### src/rtl/div_pkg.sv
// Shared types and sizing for the sequential restoring divider.
package div_pkg;

    localparam int DIV_WIDTH = 8;
    localparam int DIV_CNT_W = 3;

    typedef enum logic [1:0] {
        IDLE,
        SHIFT,
        SUB,
        DONE
    } div_state_t;

endpackage

### src/rtl/div_datapath.sv
// Restoring-division datapath: partial remainder R (WIDTH+1 bits), quotient Q,
// divisor D, and the trial subtractor. The FSM in seq_divider8 sequences the controls.
module div_datapath
    import div_pkg::*;
#(
    parameter int WIDTH = DIV_WIDTH,
    parameter int CNT_W = DIV_CNT_W
) (
    input  logic             i_clk,
    input  logic             i_rst,
    input  logic             i_load,
    input  logic             i_load_zero,
    input  logic             i_shift,
    input  logic             i_sub,
    input  logic [WIDTH-1:0] i_dividend,
    input  logic [WIDTH-1:0] i_divisor,
    input  logic [CNT_W-1:0] i_count,
    output logic [WIDTH-1:0] o_quotient,
    output logic [WIDTH-1:0] o_remainder,
    output logic             o_count_last
);

    logic [WIDTH:0]   r_rem;
    logic [WIDTH-1:0] r_quo;
    logic [WIDTH-1:0] r_den;
    logic [WIDTH+1:0] w_diff;

    // One extra bit beyond R so the sign of R - D is the MSB of the difference.
    assign w_diff       = {1'b0, r_rem} - {2'b00, r_den};
    assign o_count_last = (i_count == CNT_W'(WIDTH - 1));
    assign o_quotient   = r_quo;
    assign o_remainder  = r_rem[WIDTH-1:0];

    // NOTE: registers use non-blocking assignments so every update in a cycle reads pre-edge values.
    always_ff @(posedge i_clk or posedge i_rst) begin
        if (i_rst) begin
            r_rem <= '0;
            r_quo <= '0;
            r_den <= '0;
        end else if (i_load) begin
            r_rem <= '0;
            r_quo <= i_dividend;
            r_den <= i_divisor;
        end else if (i_load_zero) begin
            r_rem <= {1'b0, i_dividend};
            r_quo <= '1;
        end else if (i_shift) begin
            // R < D before the shift, so the dropped R[WIDTH] is always zero.
            {r_rem, r_quo} <= {r_rem[WIDTH-1:0], r_quo, 1'b0};
        end else if (i_sub && !w_diff[WIDTH+1]) begin
            r_rem    <= w_diff[WIDTH:0];
            r_quo[0] <= 1'b1;
        end
    end

endmodule

### src/rtl/seq_divider8.sv
// Sequential unsigned restoring divider: one quotient bit per SHIFT/SUB pair,
// divide-by-zero short-circuits to DONE with Quotient=all-ones, Remainder=Dividend.
module seq_divider8
    import div_pkg::*;
#(
    parameter int WIDTH = DIV_WIDTH,
    parameter int CNT_W = DIV_CNT_W
) (
    input  logic             Clk,
    input  logic             Reset,
    input  logic             Start,
    input  logic [WIDTH-1:0] Dividend,
    input  logic [WIDTH-1:0] Divisor,
    output logic [WIDTH-1:0] Quotient,
    output logic [WIDTH-1:0] Remainder,
    output logic             Busy,
    output logic             Done,
    output logic             DivZero
);

    div_state_t       r_state;
    logic [CNT_W-1:0] r_count;
    logic             r_busy;
    logic             r_done;
    logic             r_divzero;

    logic w_start;
    logic w_load;
    logic w_load_zero;
    logic w_shift;
    logic w_sub;
    logic w_count_last;

    assign w_start     = (r_state == IDLE) && Start;
    assign w_load      = w_start && (Divisor != '0);
    assign w_load_zero = w_start && (Divisor == '0);
    assign w_shift     = (r_state == SHIFT);
    assign w_sub       = (r_state == SUB);

    assign Busy    = r_busy;
    assign Done    = r_done;
    assign DivZero = r_divzero;

    div_datapath #(
        .WIDTH(WIDTH),
        .CNT_W(CNT_W)
    ) u_datapath (
        .i_clk        (Clk),
        .i_rst        (Reset),
        .i_load       (w_load),
        .i_load_zero  (w_load_zero),
        .i_shift      (w_shift),
        .i_sub        (w_sub),
        .i_dividend   (Dividend),
        .i_divisor    (Divisor),
        .i_count      (r_count),
        .o_quotient   (Quotient),
        .o_remainder  (Remainder),
        .o_count_last (w_count_last)
    );

    always_ff @(posedge Clk or posedge Reset) begin
        if (Reset) begin
            r_state   <= IDLE;
            r_count   <= '0;
            r_busy    <= 1'b0;
            r_done    <= 1'b0;
            r_divzero <= 1'b0;
        end else begin
            case (r_state)
                IDLE: begin
                    if (w_load) begin
                        r_state   <= SHIFT;
                        r_count   <= '0;
                        r_busy    <= 1'b1;
                        r_divzero <= 1'b0;
                    end else if (w_load_zero) begin
                        r_state   <= DONE;
                        r_done    <= 1'b1;
                        r_divzero <= 1'b1;
                    end
                end
                SHIFT: r_state <= SUB;
                SUB: begin
                    if (w_count_last) begin
                        r_state <= DONE;
                        r_busy  <= 1'b0;
                        r_done  <= 1'b1;
                    end else begin
                        r_count <= r_count + CNT_W'(1);
                        r_state <= SHIFT;
                    end
                end
                DONE: begin
                    // A held Start parks here so one press yields exactly one run.
                    if (!Start) begin
                        r_state <= IDLE;
                        r_done  <= 1'b0;
                    end
                end
                default: r_state <= IDLE;
            endcase
        end
    end

endmodule

### config.mk
export PLATFORM = sky130hd
export DESIGN_NAME = seq_divider8
export DESIGN_NICKNAME = d
export VERILOG_FILES = /design/src/rtl/div_pkg.sv /design/src/rtl/div_datapath.sv /design/src/rtl/seq_divider8.sv
export SDC_FILE = /design/constraint.sdc
export NUM_CORES = 1
export LEC_CHECK = 0
export ABC_AREA = 0
export BUFFER_PORTS_ARGS = -buffer_cell sky130_fd_sc_hd__buf_2
export CAP_MARGIN = 20
export CORE_ASPECT_RATIO = 0.5
export CORE_MARGIN = 2
export CORE_UTILIZATION = 35
export DETAILED_ROUTE_END_ITERATION = 10
export MAX_ROUTING_LAYER = met4
export SETUP_SLACK_MARGIN = 0.2
export SLEW_MARGIN = 15
export SYNTH_ARGS = -nofsm -noshare
export SYNTH_HDL_FRONTEND = slang
export SYNTH_SLANG_ARGS = --single-unit
export TNS_END_PERCENT = 100
### constraint.sdc
create_clock -name Clk -period 2.5 [get_ports Clk]
set_clock_uncertainty 0.05 [all_clocks]
set_input_delay 0.375 -clock Clk [delete_from_list [all_inputs] [get_ports Clk]]
set_output_delay 0.375 -clock Clk [all_outputs]
set_load 0.03 [all_outputs]
==> metrics, run 1 <==
run status completed; kind of critical path flop to flop; count of nets after finishing 309; Placer Congestion between 0.9 and 1; total of warnings raised by yosys 0; instance area after placement 2450 um^2; CP startpoint kind flop; static leakage power 1.257 nW; Die Span Y ~60 um; met1 GRT Util between 20% and 30%; final-report hold violation count 0; DRC violation total after the first TritonRoute iteration 92; sequential-to-total area share from yosys stat 37.25%; number of global-route vias before repair 1,834; period utilization a little over 90%; top cells by count, synth dfrtp_1 (33), nand2_1 (25), a21oi_1 (19); ratio of total power to cell area between 1500 and 2000 nW/um^2; core region area 6106 um^2; number of flops mapped to enable cells by yosys 0; average cell area after synthesis roughly 9 um^2; number of different library cells in the post-synthesis netlist between 40 and 50; Initial Utilization 36.31%; GR Util met2 27.66%; beginning of the critical path u_datapath.r_rem[0]; number of buffers between clock root and the deepest sink 2; worst reg-to-reg path cell count 9; CTS sink cnt 33; number of buffers added by the clock tree synthesis step 5; worst slew margin relative to its limit 67.98%; Critical R2R Launch u_datapath.r_rem[0]; Detailed Place HPWL 4.074 mm; DRT Wirelength 5.678 mm; flop2flop setup slack 210 ps; Port-buffer cells 37; Global Route Usage Sum 17.61%; level count of the clock H-tree 2; top-level port count 38; Post-synth ARST share 100.0%; Detailed Routing Iterations Pass 1 4; fraction of final layout cells with drive strength greater than 1 between 20 and 30%; DIE AREA ~7000 um^2; horizontal die dimension 116.6 um; Yosys reg bits 33; total of hold buffers inserted after clock tree synthesis 0; setup repair after global routing missed its margin yes; number of inserted diodes 0; antenna-violating nets left 0; Synthesized Nets 275; post-layout instance area between 2000 and 3000 um^2; Yosys top cell area share 37.25%; per-cell routed wire length 15.69 um; Overflow after GRT 0; cell with the most instances after synthesis dfrtp_1; gr busiest metal met2; Arr. time, crit path about 2400 ps; clk slew on worst S/H paths 60 ps; number of remaining DRC errors 0; total via count in the routed design 1,873; maximum clock rate 0.4372 GHz; Min Clock Period, post-route 2287 ps; largest cells by area after synthesis dfrtp_1 (37%), ha_1 (9.0%), mux2i_1 (5.9%); crit path capture u_datapath.r_rem[6]; worst ir drop on vdd 0.4535 mV; count of mapped cells out of synthesis ~240; total negative setup slack 0 ps; Post-Synthesis Cell Area 2217 um^2; Area growth, synth to finish 19.53%; class of the worst hold path input pin to asynchronous set/reset pin; clock tree root buffer cell clkbuf_16; first-pass GRT wire length between 8 and 9 mm; CP Data Required Time 2620 ps; setup violation total in the final timing report 0; antenna violations before repair 0; Row Count 20; leading area contributor after synthesis dfrtp_1; slew at the pin closest to its max-slew limit 478.8 ps; flip-flop cell with the highest count after synthesis dfrtp_1; TritonCTS clock tree done; maximum number of pins on one net before global-route repair 34; max-slew violation count 0; GRT met3 Usage 3.854%; Maximum Capacitance Violations 0; vias per cell 5.174; terminus of the critical flop-to-flop path u_datapath.r_rem[6]; Critical Path End Type flop; maximum fanout count along the critical path 3; latest clock arrival within the worst-skew pair 280 ps
-- layer usage --
layer | vias up | wire [um]
met5 | - | 0
met4 | 0 | 36
met3 | 5 | 325
met2 | 56 | 2677
met1 | 904 | 2638
li1 | 908 | -
-- cell type report --
type                    count  area, um^2
flip-flops and latches     33       825.8
repair buffers             46       252.7
clock buffers               6       128.9
clock inverters             2       10.01
well taps                  88       110.1
multi-input cells         171        1262
inverters                  16       60.06
fillers                   630        3456
-- worst max-delay path, stage by stage, from the launching register on --
cell and delay [ps]:
dfrtp_1 400, inv_2 90, ha_4 140, inv_2 40, fa_2 370, a211o_1 330
a21o_1 200, a211oi_2 210, o41ai_2 80, mux2_2 270
-- sequential cells by signal, summed over array words and instances, names as in the netlist --
| register | cells |
|---|---|
| Done | 1 |
| r_state | 2 |
| Busy | 1 |
| DivZero | 1 |
| u_datapath.r_rem | 9 |
| u_datapath.o_quotient | 8 |
| u_datapath.r_den | 8 |
| r_count | 3 |
-- report_power, final --
group / internal [mW] / switching, mW / total (mW) / leakage, nW
Combinational: 1.23 / 1.59 / 2.82 / 0.794
Sequential: 0.790 / 0.186 / 0.976 / 0.392
Clock: 0.366 / 0.232 / 0.598 / 0.0706
Total: 2.39 / 2.01 / 4.40 / 1.26
-- cell usage in the layout (no fill, tap or decap), types with 2 or more instances in the layout --
cell type	count
a22oi_1	2
a31oi_1	2
dfrtp_1	33
nand2b_1	2
or4_4	2
buf_4	9
nand2_1	25
ha_1	13
a211o_1	4
or3b_2	2
clkinv_2	2
ha_2	2
buf_2	37
o211ai_1	2
mux2i_1	13
inv_1	14
a211oi_1	2
o21ai_0	15
nor2_2	2
a22o_1	8
mux2_2	5
nor2_1	15
clkbuf_16	5
nor2b_1	4
a21oi_1	18
o31ai_1	3
a21o_1	4
inv_2	2
o21a_1	2
-- repair_timing --
item,4_1_cts,5_1_grt
buffers inserted,0,2
endpoints found under the setup margin,6,10
gates resized for setup,3,11
pin swaps,0,7
-- stage by stage --
| step | setup slack [ps] | total power [mW] | util, % | hold slack, ps | instances |
|---|---|---|---|---|---|
| global placement | 195.1 | 3.578 | 40.12 | 407.5 | 352 |
| detailed placement | 142.1 | 3.655 | 40.12 | 414.5 | 352 |
| floorplan | 271.9 | 3.122 | - | 399.7 | 239 |
| CTS | 214.6 | 4.288 | 42.54 | 163.2 | 360 |
| finish | 212.6 | 4.398 | 43.40 | 136.5 | 362 |
| global route | 123.2 | 4.766 | 43.40 | 196.5 | 362 |
-- cell families (layout without fill, tap and decap cells) --
group / Yosys count / in the layout / share of synthesized area (%)
AOI/OAI and AO/OA: 73 / 73 / 21.90
and+or+nand+nor: 61 / 61 / 13.83
buffers and inverters: 35 / 70 / 7.900
DFF: 33 / 33 / 37.25
muxes: 18 / 18 / 8.408
adders and majority gates: 17 / 17 / 9.932
xor gates and xnor gates: 2 / 2 / 0.7902
-- how the worst min path moves through the flow --
| stage | start | end | slack, ps | depth (start not counted) |
|---|---|---|---|---|
| final | Reset | u_datapath.o_quotient[5] | 140 | 3 |
| after global routing | Reset | u_datapath.r_den[0] | 200 | 3 |
| after CTS | Reset | r_count[0] | 160 | 3 |
| after detailed placement | DivZero | DivZero | 410 | 1 |
| after global placement | DivZero | DivZero | 410 | 1 |
| after floorplan | u_datapath.r_den[0] | u_datapath.r_den[0] | 400 | 2 |
Power figures use the tool's default switching activity.
==> run 2: changes to the inputs <==
- PLACE_DENSITY_LB_ADDON: unset -> 0.2
==> metrics, run 2 (synthesized netlist as in run 1, its figures left out) <==
run status completed; Row Count 20; maximum number of pins on one net before global-route repair 34; ratio of total power to cell area 1659 nW/um^2; static leakage power around 1.3 nW; TritonCTS clock tree done; slew at the pin closest to its max-slew limit between 500 and 600 ps; number of global-route vias before repair between 1,500 and 2,000; DRC violation total after the first TritonRoute iteration about 110; Area growth, synth to finish 20.15%; max-slew violation count 0; latest clock arrival within the worst-skew pair 280 ps; worst slew margin relative to its limit 61.72%; setup slack at placement around 140 ps; antenna-violating nets left 0; maximum fanout count along the critical path 3; antenna violations before repair 0; horizontal die dimension between 100 and 150 um; clock tree root buffer cell clkbuf_16; CP Data Required Time 2610 ps; Detailed Routing Iterations Pass 1 4; top-level port count 38; total via count in the routed design 1,897; first-pass GRT wire length 9.094 mm; most common cell after layout, fill and taps aside buf_2; period utilization 90.90%; number of remaining DRC errors 0; worst hold margin between 100 and 150 ps; Maximum Capacitance Violations 0; DIE AREA approximately 7000 um^2; kind of critical path flop to flop; Critical Path End Type flop; highest-count cells in the layout ignoring fill and taps buf_2 (37), dfrtp_1 (33), nand2_1 (25); total of hold buffers inserted after clock tree synthesis 0; CP startpoint kind flop; setup violation total in the final timing report 0; level count of the clock H-tree 2; number of inserted diodes 0; setup repair after global routing missed its margin yes; Arr. time, crit path between 2000 and 2500 ps; worst ir drop on vdd between 0.4 and 0.5 mV; DRT Wirelength 5.671 mm; fraction of final layout cells with drive strength greater than 1 27.17%; Global Route Usage Sum 17.71%; vias per cell about 5.2; flop2flop setup slack about 230 ps; Port-buffer cells 37; most flop-heavy register u_datapath.r_rem; Detailed Place HPWL 4.203 mm; per-cell routed wire length roughly 16 um; Min Clock Period, post-route ~2300 ps; least setup slack across all paths after layout between 200 and 250 ps; maximum clock rate around 0.44 GHz; Die Span Y between 60 and 70 um; Initial Utilization 36.31%; final-report hold violation count 0; Overflow after GRT 0; number of buffers between clock root and the deepest sink 2; count of nets after finishing 311; Placer Congestion 0.8742; flip-flop count of the largest register after layout 9; core region area 6106 um^2; total negative setup slack 0 ps; class of the worst hold path input pin to asynchronous set/reset pin; clk slew on worst S/H paths around 60 ps; CTS sink cnt 33; number of buffers added by the clock tree synthesis step 5
-- run 2: per-layer routing --
metal / GRT usage (%) / share of wire, %
met3: 3.347 / 5.4
met2: 27.49 / 45
met1: 24.16 / 48
met4: 4.202 / 1.3
met5: - / 0
-- run 2: metrics by stage --
stage	cells	cell area, um^2	power [mW]	util (%)
3_3_place_gp	355	2472	3.596	40.49
3_5_place_dp	355	2472	3.657	40.49
5_1_grt	364	2664	4.780	43.63
6_report	364	2664	4.419	43.63
4_1_cts	363	2634	4.347	43.14
2_1_floorplan	239	2217	3.122	-
-- run 2: worst max-delay path, stage by stage, from the launching register on --
cell     delay, ps
dfrtp_1        400
inv_2           80
ha_4           130
inv_2           30
fa_2           380
a21o_1         200
a211o_1        250
a22o_1         210
a22o_1         180
mux2_4         250
-- run 2: cell type report --
class                   instances  area, um^2
clock inverters                 1       5.005
fillers                       621        3442
well taps                      88       110.1
inverters                      16       60.06
repair buffers                 48       267.8
flip-flops and latches         33       825.8
clock buffers                   7       152.6
multi-input cells             171        1242
-- run 2: what timing repair did --
action                     in CTS  in global routing
gates resized for setup         3                  7
pin swaps                       0                  5
buffers inserted                0                  1
setup endpoints to repair       6                  6
-- run 2: report_power, final --
part           internal [mW]  total, mW  switching (mW)  leakage, nW
Sequential             0.790      0.977           0.187        0.392
Clock                  0.422      0.647           0.225       0.0799
Combinational           1.22       2.80            1.58        0.806
-- run 2: path summary, 6_finish.rpt --
| check | startpoint | endpoint | depth (start not counted) |
|---|---|---|---|
| max in group asynchronous | Reset | u_datapath.r_den[6] | 3 |
| min in group Clk | Divisor[1] | u_datapath.r_den[1] | 3 |
| min | Reset | u_datapath.r_rem[0] | 3 |
| max | u_datapath.r_rem[0] | u_datapath.r_rem[4] | 9 |
| min reg2reg | DivZero | DivZero | 1 |
| max reg2reg | u_datapath.r_rem[0] | u_datapath.r_rem[4] | 9 |
